File: config.mk
export PLATFORM = sky130hd
export DESIGN_NAME = ram_bist_ctrl
export DESIGN_NICKNAME = d
export VERILOG_FILES = /design/src/rtl/ram_bist_pkg.sv /design/src/rtl/ram_bist_ctrl.sv
export SDC_FILE = /design/constraint.sdc
export NUM_CORES = 1
export LEC_CHECK = 0
export CORE_MARGIN = 2
export CORE_UTILIZATION = 54
export DETAILED_ROUTE_END_ITERATION = 6
export PLACE_DENSITY = 0.87
export SYNTH_ARGS = -nofsm -noshare
export SYNTH_HDL_FRONTEND = slang
export SYNTH_SLANG_ARGS = --single-unit
File: constraint.sdc
create_clock -name clk -period 5.1 [get_ports clk]
set_input_delay 1.02 -clock clk [delete_from_list [all_inputs] [get_ports clk]]
set_output_delay 1.02 -clock clk [all_outputs]
set_load 0.01 [all_outputs]
File: src/rtl/ram_bist_pkg.sv
// Shared definitions for the RAM fill/verify controller.
package ram_bist_pkg;

  typedef enum logic [2:0] {
    S_IDLE,
    S_W_SETUP,
    S_W_STROBE,
    S_W_HOLD,
    S_R_ADDR,
    S_R_CHECK,
    S_DONE
  } state_t;

  // Bit positions inside the 2-bit mode field.
  localparam int MODE_WRITE  = 0;
  localparam int MODE_VERIFY = 1;

  // Pattern word for index k: (2*k + seed) truncated to 'width' bits.
  // A width of 32 wraps the mask to all ones, so it needs no special case.
  function automatic logic [31:0] pattern(input logic [31:0] index,
                                          input logic [31:0] seed,
                                          input int          width);
    logic [31:0] sum;
    sum = (index << 1) + seed;
    return sum & ((32'd1 << width) - 32'd1);
  endfunction

endpackage

File: src/rtl/ram_bist_ctrl.sv
// Fill-and-verify controller for a single-port asynchronous-read RAM.
// A run writes a deterministic pattern over an address window (3 cycles per
// word so address/data never move on a write-strobe edge), then reads the
// window back (2 cycles per word) and counts mismatches.
//
//   state      | meaning
//   -----------+---------------------------------------------------
//   S_IDLE     | waiting for start; RAM deselected
//   S_W_SETUP  | address/data driven, write strobe low
//   S_W_STROBE | write strobe high
//   S_W_HOLD   | write strobe low, address/data still held
//   S_R_ADDR   | read address driven
//   S_R_CHECK  | read data compared at the end of this cycle
//   S_DONE     | one-cycle completion pulse, results published
module ram_bist_ctrl
  import ram_bist_pkg::*;
#(
  parameter int ADDR_SIZE   = 10,
  parameter int WORD_SIZE   = 8,
  parameter int MEMORY_SIZE = 1024
) (
  input  logic                 clk,
  input  logic                 rst,
  input  logic                 start,
  input  logic [1:0]           mode,
  input  logic [ADDR_SIZE-1:0] base_addr,
  input  logic [ADDR_SIZE:0]   count,
  input  logic [WORD_SIZE-1:0] seed,
  output logic                 busy,
  output logic                 done,
  output logic                 pass,
  output logic [ADDR_SIZE:0]   err_count,
  output logic [ADDR_SIZE-1:0] first_err_addr,
  output logic [ADDR_SIZE-1:0] ram_addr,
  output logic [WORD_SIZE-1:0] ram_wdata,
  input  logic [WORD_SIZE-1:0] ram_rdata,
  output logic                 ram_wr,
  output logic                 ram_cs
);

  if (MEMORY_SIZE != (1 << ADDR_SIZE)) begin : g_size_check
    $error("MEMORY_SIZE must equal 2**ADDR_SIZE");
  end

  localparam logic [ADDR_SIZE:0] CNT_ONE = {{ADDR_SIZE{1'b0}}, 1'b1};
  localparam logic [ADDR_SIZE:0] CNT_MAX = {(ADDR_SIZE+1){1'b1}};

  state_t               state, state_n;
  logic                 verify_q, verify_n;
  logic [ADDR_SIZE-1:0] base_q, base_n;
  logic [ADDR_SIZE:0]   count_q, count_n;
  logic [WORD_SIZE-1:0] seed_q, seed_n;
  logic [ADDR_SIZE:0]   k, k_n, k_inc;
  logic [ADDR_SIZE:0]   err_n;
  logic [ADDR_SIZE-1:0] first_n;
  logic                 first_seen, first_seen_n;
  logic                 pass_n;
  logic                 last_word;
  logic [WORD_SIZE-1:0] exp_word;
  logic                 busy_n, done_n, cs_n, wr_n;
  logic [ADDR_SIZE-1:0] addr_n;
  logic [WORD_SIZE-1:0] wdata_n;

  assign k_inc     = k + CNT_ONE;
  assign last_word = (k_inc == count_q);
  assign exp_word  = WORD_SIZE'(pattern(32'(k), 32'(seed_q), WORD_SIZE));

  // Next-state, counters and registered-output values.
  always_comb begin
    state_n      = state;
    verify_n     = verify_q;
    base_n       = base_q;
    count_n      = count_q;
    seed_n       = seed_q;
    k_n          = k;
    err_n        = err_count;
    first_n      = first_err_addr;
    first_seen_n = first_seen;
    pass_n       = pass;

    case (state)
      S_IDLE: begin
        if (start) begin
          verify_n     = mode[MODE_VERIFY];
          base_n       = base_addr;
          count_n      = count;
          seed_n       = seed;
          k_n          = '0;
          err_n        = '0;
          first_n      = '0;
          first_seen_n = 1'b0;
          pass_n       = 1'b0;
          if (count == '0 || mode == 2'b00) state_n = S_DONE;
          else if (mode[MODE_WRITE])        state_n = S_W_SETUP;
          else                              state_n = S_R_ADDR;
        end
      end
      S_W_SETUP:  state_n = S_W_STROBE;
      S_W_STROBE: state_n = S_W_HOLD;
      S_W_HOLD: begin
        if (!last_word) begin
          k_n     = k_inc;
          state_n = S_W_SETUP;
        end else if (verify_q) begin
          k_n     = '0;
          state_n = S_R_ADDR;
        end else begin
          state_n = S_DONE;
        end
      end
      S_R_ADDR: state_n = S_R_CHECK;
      S_R_CHECK: begin
        if (ram_rdata != exp_word) begin
          if (err_count != CNT_MAX) err_n = err_count + CNT_ONE;
          if (!first_seen) begin
            first_seen_n = 1'b1;
            first_n      = ram_addr;
          end
        end
        if (last_word) begin
          state_n = S_DONE;
        end else begin
          k_n     = k_inc;
          state_n = S_R_ADDR;
        end
      end
      S_DONE:  state_n = S_IDLE;
      default: state_n = S_IDLE;
    endcase

    if (state_n == S_DONE) pass_n = (err_n == '0);

    // RAM-side and status outputs are registered copies of what the next
    // state requires, so ram_wr comes straight from a flop.
    busy_n  = (state_n != S_IDLE);
    done_n  = (state_n == S_DONE);
    cs_n    = (state_n != S_IDLE) && (state_n != S_DONE);
    wr_n    = (state_n == S_W_STROBE);
    addr_n  = base_n + k_n[ADDR_SIZE-1:0];
    wdata_n = WORD_SIZE'(pattern(32'(k_n), 32'(seed_n), WORD_SIZE));
  end

  // State, captured run parameters, counters and output flops.
  always_ff @(posedge clk or posedge rst) begin
    if (rst) begin
      state          <= S_IDLE;
      verify_q       <= 1'b0;
      base_q         <= '0;
      count_q        <= '0;
      seed_q         <= '0;
      k              <= '0;
      err_count      <= '0;
      first_err_addr <= '0;
      first_seen     <= 1'b0;
      pass           <= 1'b0;
      busy           <= 1'b0;
      done           <= 1'b0;
      ram_cs         <= 1'b0;
      ram_wr         <= 1'b0;
      ram_addr       <= '0;
      ram_wdata      <= '0;
    end else begin
      state          <= state_n;
      verify_q       <= verify_n;
      base_q         <= base_n;
      count_q        <= count_n;
      seed_q         <= seed_n;
      k              <= k_n;
      err_count      <= err_n;
      first_err_addr <= first_n;
      first_seen     <= first_seen_n;
      pass           <= pass_n;
      busy           <= busy_n;
      done           <= done_n;
      ram_cs         <= cs_n;
      ram_wr         <= wr_n;
      ram_addr       <= addr_n;
      ram_wdata      <= wdata_n;
    end
  end

endmodule

==> impl_metrics.tcl, run 1 <==
set metrics [dict create \
    track_usage 0.276 \
    antenna_found_initial 0 \
    synth_top_family_by_area "simple AND/OR/NAND/NOR gates" \
    holdPathEnd "base_q[5]" \
    yosysSeqAreaShare 0.434 \
    holdPathStages 2 \
    intPower_w 0.00213 \
    pwr-share-seq 0.325 \
    syn2layout_area_growth_pct 24.3 \
    drt_iter0_drc 307 \
    die-width_um 101 \
    path_max_fanout 8 \
    grt_setup_unrepaired "no" \
    synthSimpleGateAreaFrac 0.201 \
    placed_cells 730 \
    r2r_setup_slack_ps 290 \
    grt_max_degree 49 \
    netlist_instances 546 \
    core-area_um2 9200 \
    hold_class "reg2reg" \
    postRouteAntennaNets 0 \
    cts_buffer_depth 2 \
    worstPathArrival_ps 5090 \
    comb_power_share 0.537 \
    max_cap_viol_count 0 \
    async_flop_share 1.00 \
    synth_ff_type "dfrtp_1" \
    syn_nets 614 \
    final_cell_mix "nand2_1 (111), dfrtp_1 (87), clkdlybuf4s50_1 (85), o21ai_0 (25), a21oi_1 (23)" \
    tightest_slew_ps 734 \
    status "completed" \
    wl_per_cell_um 18.2 \
    pwr-share-clk 0.138 \
    place.gp.congestion 0.937 \
    synth_xor_area_frac 0.0696 \
    cts-root-buf "clkbuf_8" \
    cp_data_required_time_ps 5380 \
    htreeDepth 3 \
    leakagePower_nw 2.83 \
    final_cells 748 \
    dp_hpwl_um 9990 \
    switching_power_w 0.00163 \
    p_sw_frac 0.433 \
    synth-compound-area-share 0.187 \
    cp-end-kind "register" \
    vias 4599 \
    synth_largest_area_cell "dfrtp_1" \
    setup-violations-final 0 \
    drv_slew 0 \
    grt-ovfl-total 0 \
    avgSynthCellArea_um2 9.29 \
    worstReg2RegStart "k[0]" \
    synth_mux_area_frac 0.00419 \
    yosys.area_share.adder 0.0686 \
    drc 0 \
    cp_cell_sequence "ha_2 -> nand4_1 -> or2_2 -> xnor2_1 -> or3_1 -> a221oi_4 -> or2_4 -> inv_1 -> a22o_1 -> ha_1 -> a21o_1 -> a21oi_2 -> o21bai_1 -> a21oi_1 -> o21bai_1 -> a21o_1 -> and4_1 -> nor3_1 -> xor2_1" \
    clk_pin_slew_ps 100 \
    drive_gt1_frac 0.0801 \
    synthesis.area_um2 5070 \
    yosysWarnings 0 \
    finalCriticalPeriod_ps 4810 \
    layout_commonest_cell "nand2_1" \
    timing.setup.critical_path_class "reg2reg" \
    synth_top_area_frac 0.434 \
    final_net_count 700 \
    hold_viol_final 0 \
    port_buffers 85 \
    cts.sinks 88 \
    critical_path_buf_inv_count 1 \
    slowest_stage "a221oi_4" \
    critPathMaxStageDelay_ps 450 \
    worstSkewPairLatency_ps 360 \
    grt_first_pass_wirelength_um 21900 \
    setup-tns-final_ps 0 \
    cts_hold_buf 0 \
    synth-edff-count 0 \
    peakVddDrop_uv 352 \
    hp-start "base_q[5]" \
    start_util 0.551 \
    synthTopCellsByArea "dfrtp_1 (43%), nand2_1 (8.2%), ha_1 (5.7%)" \
    rr_endpoint "ram_addr[9]" \
    die_y_um 101 \
    cp_top_family "compound AO/OA/AOI/OAI gates" \
    reg2regPathDepth 19 \
    synth.ff_latch_count 88 \
    cts_buffers 9 \
    fmax_ghz 0.208 \
    max_slew_margin 0.507 \
    dr.pass1.iters 7 \
    fp.dieArea_um2 10200 \
    via_per_inst 6.15 \
    first_global_vias 4511 \
    crit_path_start_kind "register" \
    ys_types 67 \
    antenna_cells 0 \
    finalCritPeriodShare 0.944 \
    wl_um 13600 \
    num_io_pins 86 \
    clock-skew-final_ps 10.8 \
    rows 35 \
    powerDensity_nw_per_um2 596 \
    tritoncts "done" \
]
==> worst max-delay path by stage <==
stage | start | to | cells past startpoint
floorplan | k[0] | ram_addr[9] | 20
global placement | k[0] | ram_addr[9] | 19
detailed placement | k[0] | ram_addr[9] | 19
CTS | k[0] | ram_addr[9] | 19
global route | k[0] | ram_addr[9] | 19
finish | k[0] | ram_addr[9] | 19
==> cell type report <==
cell class,count,area (um^2)
tap,111,139
sequential,88,2200
fill,741,2890
multi-input combinational,415,2730
clock buffer,9,124
timing repair buffer,97,941
clock inverter,7,83.8
inverter,21,80.1
==> repair_timing <==
| action | 4_1_cts | 5_1_grt |
|---|---|---|
| setup endpoints to repair | 0 | 3 |
| resized for setup | 0 | 10 |
| setup buffers | 0 | 2 |
| hold endpoints to repair | 0 | 0 |
==> registers in the layout (all words and copies together) (netlist names) <==
| signal | count |
|---|---|
| count_q | 11 |
| base_q | 10 |
| ram_cs | 1 |
| seed_q | 8 |
| first_err_addr | 10 |
| done | 1 |
| ram_wr | 1 |
| ram_wdata | 7 |
| k | 11 |
| state | 3 |
| pass | 1 |
| err_count | 11 |
| busy | 1 |
| ram_addr | 10 |
| first_seen | 1 |
| verify_q | 1 |
==> per-layer routing <==
metal  vias to the layer above  routed length [um]  global-route usage
li1                       2119                   -                   -
met1                      2230                5750               0.358
met2                       195                6630               0.457
met3                        55                 715              0.0374
met4                         0                 502               0.135
met5                         -                   0                   0
==> kinds of logic (layout without fill, tap and decap cells) <==
| logic type | count (synthesis) | after routing |
|---|---|---|
| muxes | 2 | 2 |
| buffers and inverters | 43 | 134 |
| DFF | 88 | 88 |
| adders and majority gates | 26 | 26 |
| xor gates and xnor gates | 37 | 37 |
| and+or+nand+nor | 216 | 216 |
| AOI/OAI and AO/OA | 134 | 134 |
==> metrics by stage <==
| stage | utilization | cell area, um^2 | worst slack, ps | total power [W] | hold slack, ps |
|---|---|---|---|---|---|
| CTS | 0.679 | 6250 | 85.2 | 0.00371 | 499 |
| detailed placement | 0.657 | 6040 | 108 | 0.00318 | 473 |
| finish | 0.685 | 6300 | 288 | 0.00376 | 497 |
| floorplan | - | 5070 | 442 | 0.00248 | 446 |
| global placement | 0.657 | 6040 | 367 | 0.00310 | 469 |
| global route | 0.685 | 6300 | 9.13 | 0.00401 | 530 |
==> power groups by stage <==
stage / clock [W] / combinational, W / sequential [W]
2_1_floorplan: 0 / 0.00128 / 0.00119
6_report: 0.000520 / 0.00202 / 0.00122
5_1_grt: 0.000550 / 0.00220 / 0.00126
3_3_place_gp: 0 / 0.00188 / 0.00122
3_5_place_dp: 0 / 0.00195 / 0.00123
4_1_cts: 0.000524 / 0.00197 / 0.00121
==> worst register-to-register path, delay by kind of cell, from the launching register on <==
kind	cells	cell delay [ps]
buffers and inverters	1	100
adder cells (fa/ha/maj)	2	550
flip-flops	1	440
AND/OR/NAND/NOR	6	1580
XOR/XNOR	2	320
AO/OA/AOI/OAI	8	1720
==> synth_stat cells (all sizes together) (4+ instances only) <==
cell type / count
or4: 4
xnor2: 22
dfrtp: 88
nand2: 111
nor4: 5
o21ai: 26
buf: 9
or3: 4
or2: 6
nor3: 8
nand4: 6
inv: 21
and2: 11
o211ai: 4
o21bai: 7
nand2b: 5
a21o: 8
nand3: 18
nor2: 22
xor2: 13
clkbuf: 13
a22o: 12
ha: 23
a21oi: 24
and3: 6
o31ai: 4
o21a: 4
a31oi: 10
a211oi: 8
Note: power is estimated with default switching activity, not from simulation.
==> inputs of run 2 (changes only) <==
==> constraint.sdc (replaced) <==
create_clock -name clk -period 4.9 [get_ports clk]
set_input_delay 0.98 -clock clk [delete_from_list [all_inputs] [get_ports clk]]
set_output_delay 0.98 -clock clk [all_outputs]
set_load 0.01 [all_outputs]
==> run 2 against run 1 <==
  * Clock skew up 4.3 ps
  * Design area up 0.54%
  * Non-clock buffer count up 4
  * Final cell count up 0.53%
  * Via count down 1.3%
  * Largest power group unchanged
==> impl_metrics.tcl, run 2 (synthesized netlist as in run 1, its figures left out) <==
set metrics [dict create \
    status "completed" \
    setup-tns-final_ps 0 \
    crit_path_start_kind "register" \
    preCtsSetupSlack_ps 59.4 \
    max_cap_viol_count 0 \
    worstSkewPairLatency_ps 360 \
    drc 0 \
    syn2layout_area_growth_pct 25.0 \
    comb_power_share 0.546 \
    drv_slew 0 \
    track_usage 0.270 \
    p_sw_frac 0.428 \
    postLayoutSetupSlackWorst_ps 241 \
    drt_iter0_drc 334 \
    die_y_um 101 \
    final_net_count 704 \
    drive_gt1_frac 0.0874 \
    multiInputGateArea_um2 2740 \
    r2r_setup_slack_ps 240 \
    pwr-share-clk 0.135 \
    dp_hpwl_um 9850 \
    intPower_w 0.00225 \
    layout_commonest_cell "nand2_1" \
    antenna_cells 0 \
    powerDensity_nw_per_um2 620 \
    hold_class "reg2reg" \
    die-width_um 101 \
    postCtsSetupRepairBufs 0 \
    rows 35 \
    final_util 0.689 \
    hp-start "base_q[7]" \
    crit_path_start "k[1]" \
    place_area_um2 6080 \
    max_slew_margin 0.259 \
    cts_resized 0 \
    place.gp.congestion 0.923 \
    holdPathEnd "base_q[7]" \
    top_regs "count_q (11), err_count (11), k (11)" \
    hold_viol_final 0 \
    tritoncts "done" \
    setup-violations-final 0 \
    holdPathStages 2 \
    cts-root-buf "clkbuf_8" \
    pwr-share-seq 0.319 \
    clk_pin_slew_ps 100 \
    start_util 0.551 \
    timing.setup.critical_path_class "reg2reg" \
    clock-skew-final_ps 15.1 \
    dr.pass1.iters 5 \
    cp-end-kind "register" \
    postRouteAntennaNets 0 \
    fillers 715 \
    cts_buffer_depth 2 \
    num_io_pins 86 \
    fmax_ghz 0.215 \
    fin_hold_ws_ps 491 \
    grt_max_degree 63 \
    finalCriticalPeriod_ps 4660 \
    worstPathArrival_ps 4930 \
    final_cell_mix "nand2_1 (111), dfrtp_1 (85), clkdlybuf4s50_1 (85), o21ai_0 (25)" \
    vias 4541 \
    cts_hold_buf 0 \
    reg2regPathDepth 21 \
    port_buffers 85 \
    peakVddDrop_uv 438 \
    grt-ovfl-total 0 \
    cp_data_required_time_ps 5170 \
    register_area_um2 2210 \
    wl_um 13600 \
    final_area_um2 6340 \
    first_global_vias 4371 \
    cts_buffers 9 \
    grt_first_pass_wirelength_um 21500 \
    wl_per_cell_um 18.1 \
    tightest_slew_ps 1110 \
    path_max_fanout 9 \
    rr_endpoint "ram_addr[9]" \
    cts.sinks 88 \
    htreeDepth 3 \
    fp.dieArea_um2 10200 \
    via_per_inst 6.04 \
    worstReg2RegStart "k[1]" \
    core-area_um2 9200 \
    switching_power_w 0.00168 \
    antenna_found_initial 0 \
    leakagePower_nw 2.84 \
    finalCritPeriodShare 0.951 \
]
## run 2: changes by cell type in the layout (fill, tap and decap cells not counted), sizes merged
cell / change
clkbuf: +1
inv: -2
buf: +4
clkinv: +1
## run 2: power by group through the flow
stage | logic (W) | registers, W | clock network, W
after floorplan | 0.00133 | 0.00124 | 0
after global placement | 0.00200 | 0.00125 | 0
after detailed placement | 0.00208 | 0.00126 | 0
after CTS | 0.00209 | 0.00125 | 0.000537
after global routing | 0.00233 | 0.00129 | 0.000562
final | 0.00215 | 0.00125 | 0.000531
## run 2: how the worst max path moves through the flow
| stage | end | slack [ps] |
|---|---|---|
| 6_report | ram_addr[9] | 240 |
| 5_1_grt | ram_wdata[7] | -20 |
| 4_1_cts | ram_addr[9] | 0.7 |
| 3_5_place_dp | ram_addr[9] | 60 |
| 3_3_place_gp | ram_addr[9] | 290 |
| 2_1_floorplan | ram_addr[9] | 240 |
## run 2: critical path, cell delays in order (launching register included)
cell	delay [ps]
dfrtp_2	440
ha_4	180
nand4_1	170
or2_2	360
and4b_1	220
o31ai_2	330
a221oi_4	160
a211oi_2	280
nor2_1	110
buf_4	160
nand2_1	80
o21ai_0	210
ha_1	290
a21o_1	190
a21oi_2	180
o21bai_1	100
a21oi_2	190
o21bai_1	80
a21o_1	210
and4_1	210
nor3_1	230
xor2_1	170
## run 2: per-stage QoR
step | power [W] | cells
after global routing | 0.00419 | 752
after CTS | 0.00388 | 752
after floorplan | 0.00258 | 546
after detailed placement | 0.00334 | 736
final | 0.00393 | 752
after global placement | 0.00325 | 736
## run 2: cell type report
cell class	count	share of cell area
clock buffers	10	0.0201
clock inverters	6	0.0118
inverters	21	0.0126
multi-input cells	415	0.432
flip-flops and latches	88	0.348
well taps	111	0.0219
repair buffers	101	0.153
## run 2: layer usage
layer | track usage | vias to the layer above | wire length, um
met2 | 0.448 | 198 | 6500
met1 | 0.360 | 2172 | 6010
met5 | 0 | - | 0
met4 | 0.122 | 0 | 462
li1 | - | 2125 | -
met3 | 0.0277 | 46 | 614
